`src/rtl/lab1_pkg.sv`:
```
// Shared types and sizes for the Lab1 gate-block vector sequencer.
package lab1_pkg;

  typedef enum logic [1:0] {
    IDLE  = 2'd0,
    DRIVE = 2'd1,
    DONE  = 2'd2
  } state_t;

  localparam int NUM_VEC = 8;
  localparam int VEC_W   = 3;

endpackage

```
`src/rtl/lab1_golden.sv`:
```
// Reference gate model: expected Lab1_hello responses for one input vector.
module lab1_golden (
  input  logic a,
  input  logic b,
  input  logic c,
  output logic and_exp,
  output logic or_exp,
  output logic nand_exp,
  output logic nor_exp,
  output logic not_a_exp
);

  assign and_exp   = a & b & c;
  assign or_exp    = a | b | c;
  assign nand_exp  = ~(a & b & c);
  assign nor_exp   = ~(a | b | c);
  assign not_a_exp = ~a;

endmodule

```
`src/rtl/lab1_vec_seq.sv`:
```
// Walks all 8 input vectors into the Lab1_hello gate block, holding each for
// HOLD_CYCLES cycles, and scores the responses against lab1_golden.
module lab1_vec_seq
  import lab1_pkg::*;
#(
  parameter int HOLD_CYCLES = 4
) (
  input  logic       clk,
  input  logic       rst_n,
  input  logic       start,
  output logic       busy,
  output logic       done,
  output logic       tb_a,
  output logic       tb_b,
  output logic       tb_c,
  input  logic       L1_andOut,
  input  logic       L1_orOut,
  input  logic       L1_nandOut,
  input  logic       L1_norOut,
  input  logic       L1_notOut_a,
  output logic [3:0] err_cnt,
  output logic [7:0] err_vec,
  output logic       pass
);

  state_t           state, state_nxt;
  logic [VEC_W-1:0] idx;
  logic [3:0]       hold;
  logic             cmp, last_cmp, mismatch;
  logic             and_exp, or_exp, nand_exp, nor_exp, not_a_exp;

  lab1_golden u_golden (
    .a         (tb_a),
    .b         (tb_b),
    .c         (tb_c),
    .and_exp   (and_exp),
    .or_exp    (or_exp),
    .nand_exp  (nand_exp),
    .nor_exp   (nor_exp),
    .not_a_exp (not_a_exp)
  );

  // Stimulus registers lag idx by one cycle; hold>=1 on the compare cycle,
  // so the gate block already sees the current vector when it is scored.
  assign cmp      = (state == DRIVE) && (hold == 4'(HOLD_CYCLES - 1));
  assign last_cmp = cmp && (idx == VEC_W'(NUM_VEC - 1));
  assign mismatch = {L1_andOut, L1_orOut, L1_nandOut, L1_norOut, L1_notOut_a}
                 != {and_exp, or_exp, nand_exp, nor_exp, not_a_exp};

  always_comb begin
    state_nxt = state;
    case (state)
      IDLE:    if (start) state_nxt = DRIVE;
      DRIVE:   if (last_cmp) state_nxt = DONE;
      DONE:    state_nxt = IDLE;
      default: state_nxt = IDLE;
    endcase
  end

  always_ff @(posedge clk or negedge rst_n) begin
    if (!rst_n) begin
      state   <= IDLE;
      idx     <= '0;
      hold    <= '0;
      busy    <= 1'b0;
      done    <= 1'b0;
      tb_a    <= 1'b0;
      tb_b    <= 1'b0;
      tb_c    <= 1'b0;
      err_cnt <= '0;
      err_vec <= '0;
      pass    <= 1'b0;
    end else begin
      state <= state_nxt;
      busy  <= (state == DRIVE);
      done  <= (state == DONE);
      {tb_a, tb_b, tb_c} <= (state == DRIVE) ? idx : '0;

      case (state)
        IDLE: begin
          if (start) begin
            idx     <= '0;
            hold    <= '0;
            err_cnt <= '0;
            err_vec <= '0;
            pass    <= 1'b0;
          end
        end
        DRIVE: begin
          if (cmp) begin
            hold <= '0;
            idx  <= idx + 1'b1;
            if (mismatch) begin
              err_cnt      <= err_cnt + 4'd1;
              err_vec[idx] <= 1'b1;
            end
          end else begin
            hold <= hold + 4'd1;
          end
        end
        DONE:    pass <= (err_cnt == 4'd0);
        default: ;
      endcase
    end
  end

endmodule

```
`config.mk`:
```
export PLATFORM = sky130hd
export DESIGN_NAME = lab1_vec_seq
export DESIGN_NICKNAME = d
export VERILOG_FILES = /design/src/rtl/lab1_pkg.sv /design/src/rtl/lab1_golden.sv /design/src/rtl/lab1_vec_seq.sv
export SDC_FILE = /design/constraint.sdc
export NUM_CORES = 1
export LEC_CHECK = 0
export ABC_AREA = 1
export BUFFER_PORTS_ARGS = -buffer_cell sky130_fd_sc_hd__buf_2
export CELL_PAD_IN_SITES_DETAIL_PLACEMENT = 1
export CELL_PAD_IN_SITES_GLOBAL_PLACEMENT = 1
export CORE_ASPECT_RATIO = 0.6
export CORE_MARGIN = 5
export CORE_UTILIZATION = 30
export CTS_CLUSTER_SIZE = 8
export DETAILED_ROUTE_END_ITERATION = 16
export HOLD_SLACK_MARGIN = 0.06
export PLACE_DENSITY_LB_ADDON = 0.2
export SYNTH_ARGS = -nofsm -noshare
export SYNTH_HDL_FRONTEND = slang
export SYNTH_HIERARCHICAL = 1
export SYNTH_SLANG_ARGS = --single-unit
```
`constraint.sdc`:
```
create_clock -name clk -period 1.7 [get_ports clk]
set_clock_uncertainty 0.15 [all_clocks]
set_input_delay 0.085 -clock clk [delete_from_list [all_inputs] [get_ports clk]]
set_output_delay 0.085 -clock clk [all_outputs]
set_load 0.02 [all_outputs]
```
==> results of run 1 <==
[cells in the mapped netlist, drive strengths merged]
library cell | n | area (um2)
nand3 | 17 | 130
nor3 | 1 | 5.00
nor2 | 26 | 105
dfrtp | 27 | 676
o211ai | 1 | 7.51
a21oi | 3 | 15.0
nand2 | 60 | 257
buf | 2 | 27.5
a22o | 1 | 8.76
ha | 5 | 62.6
o21ai | 7 | 35.0
nand4 | 1 | 6.26
clkbuf | 1 | 13.8
inv | 27 | 101
xnor2 | 1 | 8.76
[repair_timing]
item	in CTS	in global routing
pin swaps	0	9
gates cloned	0	0
gates resized for setup	2	7
endpoints found under the setup margin	8	12
hold endpoints to repair	28	0
buffers inserted	0	8
hold buffers	2	0
[cell families after synthesis]
logic type / Yosys count
AOI/OAI and AO/OA: 12
xor gates and xnor gates: 1
adders and majority gates: 5
buffers and inverters: 30
DFF: 27
and+or+nand+nor: 105
[power breakdown]
group / internal [uW] / total, uW / switching (uW)
Combinational: 491 / 1290 / 798
Sequential: 858 / 1060 / 198
Clock: 168 / 367 / 198
[flip-flops by register name (all words and copies together) (netlist names)]
signal,flops
hold,4
tb_c,1
err_vec,8
state,2
err_cnt,4
idx,3
pass,1
done,1
busy,1
tb_a,1
tb_b,1
[placed cells by master, fill, tap and decap left out, drive strengths merged]
cell type and n:
nand2 60, buf 34, dfrtp 27, inv 27
nor2 26, nand3 17, o21ai 7, ha 5
clkbuf 4, a21oi 3, dlygate4sd3 2, nand4 1
nor3 1, a22o 1, xnor2 1, o211ai 1
[metal layers]
layer	track usage (%)	up-vias	wire length (um)
li1	-	627	-
met1	15.0	626	1670
met2	20.8	24	1790
met3	3.37	4	159
met4	1.68	0	20
met5	0	-	0
[per-stage QoR]
stage	instance area (um2)	setup TNS (ps)	instances	total power [uW]
6_report	1790	0	280	2710
5_1_grt	1790	-312	280	2980
2_1_floorplan	1460	0	180	1880
3_5_place_dp	1630	-96.8	266	2230
3_3_place_gp	1630	0	266	2170
4_1_cts	1700	0	272	2630
[area by class of cell]
cell class	count	share of cell area [%]
repair buffers	36	12.8
clock buffers	4	2.51
flip-flops and latches	27	37.7
inverters	27	5.65
multi-input cells	123	37.0
well taps	63	4.40
[worst max-delay path: stages, from the launching register on]
cell     delay (ps)
dfrtp_1         430
inv_2            80
nand2_2          50
nor2_2          110
inv_1            50
nand2_1          50
nand2_1          40
nor2_1          110
nand3_2         150
buf_6           180
nand3_2          80
nand2_1          60
[path summary, 6_finish.rpt]
path | endpoint | startpoint
max | err_vec[6]$_DFFE_PN0P_ | tb_a$_DFF_PN0_
min | err_cnt[0]$_DFFE_PN0P_ | L1_norOut
max reg2reg | err_vec[6]$_DFFE_PN0P_ | tb_a$_DFF_PN0_
min reg2reg | err_vec[6]$_DFFE_PN0P_ | err_vec[6]$_DFFE_PN0P_
max in group asynchronous | state[1]$_DFFE_PN0P_ | rst_n
min in group asynchronous | err_cnt[3]$_DFFE_PN0P_ | rst_n
==> flow_metrics.py, run 1 <==
metrics = {
    "run_status": {
        "status": "finished, final reports clean",
    },
    "floorplan": {
        "die_w_um": 100,
        "start_util_pct": 31.5,
        "num_rows": 19,
        "die_y_um": 64.0,
        "ios": 26,
        "core_area_um2": 4640,
        "die_area_um2": 6400,
    },
    "synthesis": {
        "synth_compound_area_share_pct": 4.55,
        "synth_xor_area_share_pct": 0.600,
        "synth_top_family_by_area": "simple AND/OR/NAND/NOR gates",
        "synth_cell_types": 21,
        "synth_seq_area_share_pct": 46.3,
        "yosys_warnings": 6,
        "synthAdderAreaFrac_pct": 4.29,
        "synthesis.area_um2": 1460,
        "synth.area.mux_share_pct": 0,
        "synth-seq-cells": 27,
        "synthSimpleGateAreaFrac_pct": 34.5,
        "synthCells": 180,
        "syn_avg_cell_area_um2": 8.10,
        "syn-num-nets": 193,
    },
    "sta": {
        "setup_viol": 0,
        "fin_ws_ps": 57.8,
        "fmax_mhz": 609,
        "drv_slew": 0,
        "tightest_slew_ps": 629,
        "finalCriticalPeriod_ps": 1640,
        "maxSlewHeadroom_pct": 58.1,
        "rsz0062_at_grt": "yes",
        "min_period_over_period_pct": 96.6,
        "hold_slack_ps": 178,
        "timing.final.hold_violations": 0,
    },
    "cells_and_area": {
        "final_nets": 231,
        "drive_above_1_share_pct": 27.6,
        "final_core_util_pct": 38.7,
        "fillers": 586,
        "syn_to_final_growth_pct": 22.9,
        "diodes": 0,
        "regArea_um2": 676,
        "multi_input_area_um2": 663,
    },
    "placed_design": {
        "dpl_worst_slack_ps": -31.4,
        "dp_hpwl_um": 2710,
        "portBuffers": 25,
        "finalWeightedCongestion": 0.713,
    },
    "critical_path": {
        "cp.arrival_ps": 1660,
        "reg2reg_depth": 11,
        "reg2reg_slack_ps": 60,
        "crit_type": "flip-flop to flip-flop",
        "cp-start-kind": "flip-flop",
        "cp_max_fo": 8,
        "worstPathRequired_ps": 1720,
        "end_kind": "flip-flop",
    },
    "cts": {
        "cts_root_buffer": "clkbuf_8",
        "cts_tree": "yes",
        "numCtsBuffers": 3,
        "clkTransAtPathRegs_ps": 90,
        "htree_levels": 1,
        "worst_skew_pair.late_latency_ps": 270,
        "clockBufferDepth": 2,
        "clock-sinks": 27,
    },
    "hold_path": {
        "holdCritPathClass": "primary input to flip-flop",
        "min_path_cells": 7,
    },
    "global_routing": {
        "track_usage_pct": 11.9,
        "grt_max_degree": 28,
        "grt_overflow": 0,
        "antenna_found_initial": 0,
        "grt_pass1_vias": 1328,
        "grt_pass1_wl_um": 6130,
    },
    "route": {
        "vias_per_cell": 4.58,
        "antenna_left": 0,
        "totalWireLength_um": 3650,
        "firstDrtPassIters": 4,
        "vias": 1281,
        "drc_errors": 0,
        "wl_per_cell_um": 13.0,
        "drt_iter0_drc": 41,
    },
    "pwr": {
        "power_leakage_uw": 0.000983,
        "p_per_area_nw_per_um2": 1510,
        "vdd_drop_max_mv": 0.557,
    },
    "flow_run": {
        "maxCapViolCount": 0,
    },
}
No activity file was read; power rests on OpenSTA's default activity.
==> inputs of run 2 (changes only) <==
--- a/config.mk
+++ b/config.mk
@@ -7,7 +7,7 @@
 export LEC_CHECK = 0
 export ABC_AREA = 1
 export BUFFER_PORTS_ARGS = -buffer_cell sky130_fd_sc_hd__buf_2
-export CELL_PAD_IN_SITES_DETAIL_PLACEMENT = 1
+export CELL_PAD_IN_SITES_DETAIL_PLACEMENT = 0
 export CELL_PAD_IN_SITES_GLOBAL_PLACEMENT = 1
 export CORE_ASPECT_RATIO = 0.6
 export CORE_MARGIN = 5
==> run 2 against run 1 <==
Clock power down 1%; wire length down 15%; sequential power about the same; flip-flop and latch count unchanged; register-to-register slack better by 50 ps; critical endpoint is now err_cnt[3]$_DFFE_PN0P_.
==> flow_metrics.py, run 2 (synthesized netlist as in run 1, its figures left out) <==
metrics = {
    "sta": {
        "finalSetupTns_ps": 0,
        "drv_slew": 0,
        "finalCriticalPeriod_ps": 1590,
        "min_period_over_period_pct": 93.7,
        "setup_viol": 0,
        "fin_ws_ps": 107,
        "rsz0062_at_grt": "yes",
        "fmax_mhz": 628,
        "timing.final.hold_violations": 0,
        "maxSlewHeadroom_pct": 58.4,
        "tightest_slew_ps": 624,
    },
    "cells_and_area": {
        "drive_above_1_share_pct": 24.8,
        "diodes": 0,
        "largest_reg_flops": 8,
        "fillers": 493,
        "syn_to_final_growth_pct": 18.4,
        "regMostFlops": "err_vec",
        "layout_common_cells": "nand2_1 (56), dfrtp_1 (27), inv_1 (25), buf_2 (25), nor2_1 (22)",
        "largest_registers": "err_vec x8, err_cnt x4, hold x4",
        "fin_area_um2": 1730,
        "final_common_cell": "nand2_1",
        "final_nets": 224,
        "multi_input_area_um2": 666,
        "finalNonFillerCells": 273,
        "regArea_um2": 676,
    },
    "critical_path": {
        "max_stage_delay_ps": 400,
        "cp_max_fo": 17,
        "crit_family": "simple AND/OR/NAND/NOR gates",
        "crit_type": "flip-flop to flip-flop",
        "cp.arrival_ps": 1610,
        "crit_path_top_delay_cell": "dfrtp_1",
        "end_kind": "flip-flop",
        "crit_chain": "ha_2, nand3_1, nor2_4, inv_2, nand2_8, nand2_2, nand2_1, nand2_1",
        "worst-path-buf-inv": 1,
        "rr_startpoint": "hold[0]$_DFFE_PN0P_",
        "startpoint": "hold[0]$_DFFE_PN0P_",
        "worstPathRequired_ps": 1720,
        "cp-start-kind": "flip-flop",
        "timing.critical_path.mode_cell": "nand2_1",
    },
    "cts": {
        "clock-sinks": 27,
        "clockBufferDepth": 2,
        "worst_skew_pair.late_latency_ps": 270,
        "numCtsBuffers": 3,
        "cts_root_buffer": "clkbuf_8",
        "htree_levels": 1,
        "clkTransAtPathRegs_ps": 90,
        "cts_tree": "yes",
    },
    "route": {
        "vias": 1211,
        "antenna_left": 0,
        "totalWireLength_um": 3090,
        "firstDrtPassIters": 4,
        "drc_errors": 0,
        "wl_per_cell_um": 11.3,
        "vias_per_cell": 4.44,
        "drt_iter0_drc": 79,
    },
    "flow_run": {
        "maxCapViolCount": 0,
    },
    "global_routing": {
        "grt_overflow": 0,
        "grt_pass1_wl_um": 5490,
        "grt_pass1_vias": 1191,
        "grt_max_degree": 28,
        "track_usage_pct": 10.5,
        "antenna_found_initial": 0,
    },
    "pwr": {
        "internal_power_uw": 1450,
        "vdd_drop_max_mv": 0.496,
        "seq_power_share_pct": 40.5,
        "p_per_area_nw_per_um2": 1500,
        "pwr-share-clk_pct": 14.0,
        "combPwrFrac_pct": 45.5,
        "switching_share_pct": 43.9,
        "power_leakage_uw": 0.000946,
        "netSwitchingPower_uw": 1140,
    },
    "placed_design": {
        "place_area_um2": 1630,
        "portBuffers": 25,
        "dpl_worst_slack_ps": -20.1,
        "dpl.cell_count": 266,
        "finalWeightedCongestion": 0.713,
        "dp_hpwl_um": 2350,
    },
    "hold_path": {
        "holdCritPathClass": "primary input to flip-flop",
        "min_from": "start",
    },
    "floorplan": {
        "ios": 26,
        "num_rows": 19,
        "die_area_um2": 6400,
        "core_area_um2": 4640,
        "die_y_um": 64.0,
        "start_util_pct": 31.5,
        "die_w_um": 100,
    },
    "run_status": {
        "status": "finished, final reports clean",
    },
}
-- run 2: metrics by stage --
step / power [uW] / hold WS, ps / util, %
finish: 2590 / 62.7 / 37.3
global route: 2840 / 69.0 / 37.3
CTS: 2580 / 61.7 / 36.4
detailed placement: 2190 / -4.55 / 35.1
global placement: 2170 / -17.4 / 35.1
floorplan: 1880 / -361 / -
-- run 2: tightest hold or removal path, stage by stage --
cell and delay [ps]:
buf_2 100, nand2_4 130, o211ai_1 130
-- run 2: worst paths after layout --
check,end,slack (ps),depth (start not counted)
max,err_cnt[3]$_DFFE_PN0P_,110,8
min,state[0]$_DFFE_PN0P_,60,3
max reg2reg,err_cnt[3]$_DFFE_PN0P_,110,8
min reg2reg,err_vec[1]$_DFFE_PN0P_,330,2
max in group asynchronous,err_vec[4]$_DFFE_PN0P_,780,2
min in group asynchronous,err_cnt[3]$_DFFE_PN0P_,210,2
-- run 2: metal layers --
layer,global-route usage [%],share of wire (%),vias to the layer above
met5,0,0,-
met4,1.51,0.26,0
met3,3.48,3.8,2
met2,17.3,46,14
met1,13.8,50,581
li1,-,-,614
-- run 2: timing repair --
| item | 4_1_cts | 5_1_grt |
|---|---|---|
| resized for setup | 1 | 7 |
| setup endpoints to repair | 8 | 12 |
| endpoints found under the hold margin | 27 | 0 |
| setup buffers | 0 | 2 |
| hold buffers | 1 | 0 |
| pin swaps | 0 | 2 |
-- run 2: cell type report --
type | instances | share of cell area (%)
Sequential cell | 27 | 39.1
Inverter | 27 | 5.87
Multi-Input combinational cell | 123 | 38.5
Clock buffer | 4 | 2.61
Timing Repair Buffer | 29 | 9.34
Tap cell | 63 | 4.56
-- run 2: power by group through the flow --
stage | clock, uW | sequential, uW | combinational, uW
3_5_place_dp | 0 | 1060 | 1130
4_1_cts | 386 | 1050 | 1140
5_1_grt | 404 | 1090 | 1350
3_3_place_gp | 0 | 1050 | 1120
2_1_floorplan | 0 | 1200 | 686
6_report | 362 | 1050 | 1180
